[config.mk]
export PLATFORM = sky130hd
export DESIGN_NAME = instr_fetch_unit
export DESIGN_NICKNAME = d
export VERILOG_FILES = /design/src/rtl/instr_fetch_unit.sv
export SDC_FILE = /design/constraint.sdc
export NUM_CORES = 1
export LEC_CHECK = 0
export CORE_ASPECT_RATIO = 1.5
export CORE_MARGIN = 5
export CORE_UTILIZATION = 40
export CTS_CLUSTER_DIAMETER = 150
export DETAILED_ROUTE_END_ITERATION = 10
export PLACE_DENSITY = 0.58
export SETUP_SLACK_MARGIN = 0.3
export SLEW_MARGIN = 40
export SYNTH_ARGS = -nofsm -noshare
export SYNTH_HDL_FRONTEND = slang
export SYNTH_SLANG_ARGS = --single-unit
[constraint.sdc]
create_clock -name clk -period 4 [get_ports clk]
set_input_delay 0.8 -clock clk [delete_from_list [all_inputs] [get_ports clk]]
set_output_delay 0.8 -clock clk [all_outputs]
set_load 0.1 [all_outputs]
[src/rtl/instr_fetch_unit.sv]
// rtl/instr_fetch_unit.sv - prefetching instruction fetch unit; optional IFU_STALL_CNT_EN adds stall_cnt
module instr_fetch_unit #(
  parameter int AddrWidth  = 32,
  parameter int InstrWidth = 32,
  parameter int Depth      = 4,
  parameter logic [AddrWidth-1:0] ResetPC = '0
) (
  input  logic                  clk,
  input  logic                  rst,
  output logic                  mem_req,
  output logic [AddrWidth-1:0]  mem_addr,
  input  logic                  mem_ack,
  input  logic [InstrWidth-1:0] mem_rdata,
  output logic                  instr_valid,
  output logic [InstrWidth-1:0] instr,
  output logic [AddrWidth-1:0]  instr_pc,
  input  logic                  instr_ready,
  input  logic                  redirect,
  input  logic [AddrWidth-1:0]  redirect_pc
`ifdef IFU_STALL_CNT_EN
  ,
  output logic [31:0]           stall_cnt
`endif
);

  localparam int PtrW = $clog2(Depth);
  localparam int CntW = PtrW + 1;

  typedef enum logic [1:0] {IDLE, WAIT, DROP} state_t;

  state_t                state, state_next;
  logic [AddrWidth-1:0]  fetch_pc, req_addr;
  logic [AddrWidth-1:0]  pc_mem  [Depth];
  logic [InstrWidth-1:0] ins_mem [Depth];
  logic [PtrW-1:0]       rd_ptr, wr_ptr;
  logic [CntW-1:0]       count, count_after;
  logic                  push, pop, issue;
  logic                  redirect_pc_unused;

  // Low address bits of a redirect target are forced to zero, never read.
  assign redirect_pc_unused = ^redirect_pc[1:0];

  assign mem_req     = (state == WAIT) || (state == DROP);
  assign mem_addr    = req_addr;
  assign instr_valid = (count != '0);
  assign instr       = instr_valid ? ins_mem[rd_ptr] : '0;
  assign instr_pc    = instr_valid ? pc_mem[rd_ptr] : '0;

  // A redirect suppresses both the push of returning data and the pop by the core.
  assign push        = (state == WAIT) && mem_ack && !redirect;
  assign pop         = instr_valid && instr_ready && !redirect;
  assign count_after = count + CntW'(push) - CntW'(pop);

  // State register.
  always_ff @(posedge clk or negedge rst) begin
    if (!rst) state <= IDLE;
    else      state <= state_next;
  end

  // Next state and issue decision; a new request is only issued when a slot is guaranteed.
  always_comb begin
    state_next = state;
    issue      = 1'b0;
    case (state)
      IDLE: begin
        if (!redirect && (count < CntW'(Depth))) begin
          issue      = 1'b1;
          state_next = WAIT;
        end
      end
      WAIT: begin
        if (redirect) begin
          state_next = mem_ack ? IDLE : DROP;
        end else if (mem_ack) begin
          if (count_after < CntW'(Depth)) issue = 1'b1;
          else                            state_next = IDLE;
        end
      end
      DROP: begin
        if (mem_ack) state_next = IDLE;
      end
      default: state_next = IDLE;
    endcase
  end

  // Fetch address, occupancy and pointers; redirect flushes and retargets fetch.
  always_ff @(posedge clk or negedge rst) begin
    if (!rst) begin
      fetch_pc <= ResetPC;
      req_addr <= ResetPC;
      count    <= '0;
      rd_ptr   <= '0;
      wr_ptr   <= '0;
    end else if (redirect) begin
      fetch_pc <= {redirect_pc[AddrWidth-1:2], 2'b00};
      count    <= '0;
      rd_ptr   <= '0;
      wr_ptr   <= '0;
    end else begin
      count <= count_after;
      if (push) wr_ptr <= wr_ptr + PtrW'(1);
      if (pop)  rd_ptr <= rd_ptr + PtrW'(1);
      if (issue) begin
        req_addr <= fetch_pc;
        fetch_pc <= fetch_pc + AddrWidth'(4);
      end
    end
  end

  // FIFO storage: each entry pairs the returned word with the address it came from.
  always_ff @(posedge clk) begin
    if (push) begin
      pc_mem[wr_ptr]  <= req_addr;
      ins_mem[wr_ptr] <= mem_rdata;
    end
  end

`ifdef IFU_STALL_CNT_EN
  // Saturating count of cycles with no instruction offered, excluding redirect cycles.
  always_ff @(posedge clk or negedge rst) begin
    if (!rst) begin
      stall_cnt <= '0;
    end else if (!instr_valid && !redirect && (stall_cnt != 32'hFFFF_FFFF)) begin
      stall_cnt <= stall_cnt + 32'd1;
    end
  end
`endif

endmodule

==> reports/qor.yml, run 1 <==
grt_pass1_vias: 7801
worstPathRequired_ns: 4.41
hold_path_class: "in -> async"
critPathCaptureType: "flop"
cts.sinks: 317
ys_seq_elements: 317
start_util_pct: 40.64
rsz0062_at_grt: "no"
regArea_um2: 9181
cts_resized: 0
synth_top_cell_by_area: "edfxtp_1"
arrival_ns: 3.82
die_h_um: 230.6
relSlewSlack_pct: 46.52
clk_latency_ns: 0.56
drt_iter0_drc: 425
hpwl_mm: 18.17
post-route-min-period_ns: 3.402
ys_seq_area_share_pct: 70.69
tns_ns: 0
clock.fmax_mhz: 294.0
cts_root_buf: "clkbuf_16"
grt-ovfl-total: 0
numCtsBuffers: 30
postCtsSetupBuffers: 0
die_area_um2: 36220
hold_buffers: 0
synth.distinct_cells: 52
ant_nets: 0
avgSynthCellArea_um2: 16.06
setup_viol: 0
diodes: 0
drc: 0
outcome: "finished clean"
io_pins: 167
syn_to_final_growth_pct: 22.16
max_stage_delay_ns: 0.49
yosysWarnings: 0
vias: 7314
synth_cells: 808
final.period_utilization_pct: 85.05
nNetsFinal: 1055
synth_ff_type: "edfxtp_1"
worstPathCellList: "or3_2 > nand2_1 > nor2_1 > ha_1 > inv_1 > ha_1 > inv_1 > fa_1 > xnor3_1 > a32o_1 > buf_12 > nor2_2 > buf_12 > o21ai_1 > o311ai_0"
grt_pass1_wl_mm: 44.37
grt_max_degree: 70
max_cap_viol_count: 0
yosysMostFrequentCell: "edfxtp_1"
core-area_um2: 31930
drive_above_1_share_pct: 24.52
yosys-top-cells-area: "edfxtp_1 (57%), dfrtp_1 (13%), mux4_2 (11%), nand2_1 (3.8%), and2_1 (3.1%)"
startpoint_type: "flop"
htreeDepth: 1
syn_area_um2: 12980
hold_viol_final: 0
dieWidth_um: 157.1
synth_enable_flop_cells: 248
multi_input_area_um2: 3528
drv_slew: 0
fillerInstances: 2813
place_congestion: 0.8128
io_buffers: 160
viasPerCell: 5.191
wl_per_cell_um: 20.20
path_class: "reg -> reg"
clock_path_buffers: 3
row_count: 80
wl_mm: 28.46
crit_fanout: 31
cp_slowest_cell: "or3_2"
skew_ns: 0.01421
worst_slew_pin_slew_ns: 0.7956
synth-async-reset-ratio_pct: 21.77
synth_top_area_share_pct: 57.39
cts_tree: "yes"
cts.clk_slew.worst_paths_ns: 0.06
dr.pass1.iters: 7
antenna_found_initial: 0
ys_top_cells_by_count: "edfxtp_1 (248), nand2_1 (131), dfrtp_1 (69)"
grt_usage_pct: 15.65
==> layout by cell type, fill, tap and decap left out, types with 7 or more instances in the layout <==
cell type / count
o21ai_1: 21
a21oi_1: 11
buf_2: 31
nand4_1: 14
nor2_1: 15
dfrtp_1: 67
clkinv_1: 7
inv_1: 10
o21ai_0: 10
clkbuf_16: 31
o211ai_1: 7
mux4_2: 62
buf_4: 77
clkdlybuf4s50_1: 65
o311ai_1: 12
ha_1: 10
buf_12: 9
nand3_1: 16
edfxtp_1: 248
nand2_1: 131
and2_1: 64
==> routing by layer <==
layer	vias to the layer above	share of wire, %	global-route usage (%)
met1	3719	41	19.67
li1	3409	-	-
met4	0	1.6	3.740
met2	155	54	28.65
met5	-	0	0
met3	31	3.8	1.949
==> critical path: cells and delay by family, from the launching register on <==
kind	cells	cell delay, ns
adder cells (fa/ha/maj)	3	0.80
buffers and inverters	4	0.49
AO/OA/AOI/OAI	3	0.50
flip-flops	1	0.40
AND/OR/NAND/NOR	4	0.72
XOR/XNOR	1	0.36
==> cell type report <==
class / instances / share of cell area [%]
flip-flops and latches: 317 / 57.92
multi-input cells: 432 / 22.26
repair buffers: 183 / 9.937
clock buffers: 38 / 5.249
well taps: 410 / 3.236
clock inverters: 18 / 1.144
inverters: 11 / 0.2605
==> final timing paths <==
path,cells past startpoint,slack [ns],startpoint,to
min in group clk,1,0.51,fetch_pc[31],fetch_pc[31]
worst min register to register,1,0.51,fetch_pc[31],fetch_pc[31]
worst max-delay path,15,0.60,count[0],fetch_pc[5]
worst max register to register,15,0.60,count[0],fetch_pc[5]
worst min-delay path,2,0.34,rst,mem_addr[8]
max in group asynchronous,2,3.11,rst,rd_ptr[0]
==> kinds of logic after synthesis <==
| group | synth area share, % |
|---|---|
| AO/OA/AOI/OAI | 4.232 |
| buffers and inverters | 2.516 |
| flip-flops | 70.69 |
| adder cells (fa/ha/maj) | 1.118 |
| AND/OR/NAND/NOR | 10.20 |
| XOR/XNOR | 0.3760 |
| multiplexers | 10.84 |
| other | 0.02890 |
==> sequential cells by signal, indices dropped and copies added (netlist names) <==
register  flops
ins_mem     128
count         3
wr_ptr        2
fetch_pc     30
rd_ptr        2
mem_addr     30
state         2
pc_mem      120
==> through the flow <==
step | utilization (%) | setup slack (ns) | hold slack, ns | area [µm²] | cells
after global placement | 46.93 | 0.09251 | 0.4883 | 14990 | 1353
after floorplan | - | 0.3670 | 0.4626 | 12990 | 811
after CTS | 49.65 | 0.5420 | 0.3463 | 15850 | 1409
after detailed placement | 46.47 | 0.07387 | 0.4984 | 14840 | 1353
final | 49.65 | 0.5981 | 0.3364 | 15850 | 1409
after global routing | 49.65 | 0.3327 | 0.3845 | 15850 | 1409
Power of run 1 is not shown: default switching activity piles up to over one toggle a cycle in this logic, so the estimate is an artifact.
==> inputs of run 2 (changes only) <==
- DONT_BUFFER_PORTS: default -> 1
- PLACE_DENSITY: 0.58 -> 0.51
==> run 2 against run 1 <==
Effect of this change: die area is the same; hold slack lost 0.23 ns; non-clock buffer count shrank 103; sequential cell count is the same; wire length shrank 1.0%; first-iteration DRC count shrank 22%; sequential share of layout area grew 3.3 points; utilization shrank 2.5 points; via count shrank 2.5%; critical path depth shrank 1; clock-buffer cell count grew 3; largest cell class unchanged.
==> reports/qor.yml, run 2 (same netlist as run 1, synthesis figures left out) <==
clock.fmax_mhz: 288.3
cts_tree: "yes"
wl_mm: 28.16
arrival_ns: 3.91
regMostFlops: "ins_mem"
final_core_util_pct: 47.16
die_h_um: 230.6
ant_nets: 0
path_delay_family: "adder cells"
grt_usage_pct: 15.50
setup_viol: 0
drive_above_1_share_pct: 27.01
grt_max_degree: 70
hold_path_class: "in -> async"
drt_iter0_drc: 333
tns_ns: 0
crit_buf_inv: 3
io_buffers: 0
skew_ns: 0.01658
largest_reg_flops: 128
viasPerCell: 5.460
largest_registers: "ins_mem x128, pc_mem x120"
layout_commonest_cell: "edfxtp_1"
htreeDepth: 1
syn_to_final_growth_pct: 16.03
worstPathRequired_ns: 4.44
final.period_utilization_pct: 86.72
grt_pass1_vias: 7612
nNetsFinal: 952
io_pins: 167
row_count: 80
place_congestion: 0.8718
layout_common_cells: "edfxtp_1 (248), nand2_1 (131), buf_4 (71)"
grt_pass1_wl_mm: 44.10
core-area_um2: 31930
critPathCaptureType: "flop"
max_cap_viol_count: 0
start_util_pct: 40.64
clock_path_buffers: 3
drc: 0
numCtsBuffers: 30
startpoint_type: "flop"
worst_slew_pin_slew_ns: 0.8674
crit_fanout: 20
path_class: "reg -> reg"
hpwl_mm: 18.48
wl_per_cell_um: 21.57
cp_slowest_cell: "nor2_4"
post-route-min-period_ns: 3.469
vias: 7131
relSlewSlack_pct: 42.28
max_stage_delay_ns: 0.43
cts.sinks: 317
hold_viol_final: 0
outcome: "finished clean"
rsz0062_at_grt: "no"
dieWidth_um: 157.1
diodes: 0
drv_slew: 0
worstPathCellList: "inv_1 > ha_1 > nor2b_1 > nand2_1 > ha_1 > inv_1 > ha_1 > inv_1 > fa_1 > xnor3_2 > a32o_1 > nor2_4 > o21ai_1 > o311ai_1"
dr.pass1.iters: 4
cts.clk_slew.worst_paths_ns: 0.07
grt-ovfl-total: 0
cts_root_buf: "clkbuf_16"
antenna_found_initial: 0
die_area_um2: 36220
clk_latency_ns: 0.56
## run 2: cell count changes in the layout (fill, tap and decap cells not counted), moves of 2 or more
cell / previous run / this run
dfrtp_1: 67 / 37
buf_12: 9 / 7
clkinv_4: 1 / 3
buf_2: 31 / 0
clkbuf_8: 3 / 5
clkdlybuf4s50_1: 65 / 0
buf_4: 77 / 71
clkinv_1: 7 / 3
dfrtp_2: 0 / 30
## run 2: per-layer routing
layer	share of wire (%)	wire [µm]	global-route usage [%]
met5	0	0	0
met4	2.2	630	4.574
met3	6.4	1792	3.485
met2	53	15000	27.81
met1	38	10740	18.55
## run 2: worst paths after layout
| kind | from | to | slack, ns | depth (start not counted) |
|---|---|---|---|---|
| max | state[1] | fetch_pc[11] | 0.53 | 14 |
| min | rst | mem_addr[16] | 0.11 | 1 |
| max reg2reg | state[1] | fetch_pc[11] | 0.53 | 14 |
| min reg2reg | fetch_pc[31] | fetch_pc[31] | 0.53 | 1 |
| max in group asynchronous | rst | mem_addr[6] | 3.53 | 1 |
| min in group clk | redirect | wr_ptr[1] | 0.32 | 1 |
## run 2: through the flow
step	setup WS, ns	cell area [µm²]	instances	hold slack, ns
detailed placement	0.1892	13980	1246	0.5088
floorplan	0.3670	12990	811	0.4626
global route	0.3292	15060	1306	0.1078
CTS	0.3163	15030	1303	0.1011
global placement	0.2903	13850	1242	0.5028
finish	0.5313	15060	1306	0.1056
## run 2: timing repair
action,CTS,global route
buffers inserted,0,3
gates resized for setup,1,1
cloned,0,0
pin swaps,0,1
hold buffers,1,0
endpoints found under the setup margin,19,27
hold endpoints to repair,69,0
## run 2: worst register-to-register path: stages, from the launching register on
cell and delay, ns:
dfrtp_1 0.41, inv_1 0.11, ha_1 0.23, nor2b_1 0.20
nand2_1 0.11, ha_1 0.28, inv_1 0.06, ha_1 0.12
inv_1 0.04, fa_1 0.37, xnor3_2 0.32, a32o_1 0.36
nor2_4 0.44, o21ai_1 0.19, o311ai_1 0.13
## run 2: layout make-up
| type | instances | area (µm²) |
|---|---|---|
| timing repair buffer | 80 | 711.9 |
| sequential | 317 | 9219 |
| fill | 2736 | 16870 |
| multi-input combinational | 432 | 3553 |
| clock buffer | 41 | 863.3 |
| inverter | 11 | 41.29 |
| clock inverter | 15 | 156.4 |
| tap | 410 | 513.0 |
Power of run 2 is left out for the same reason.
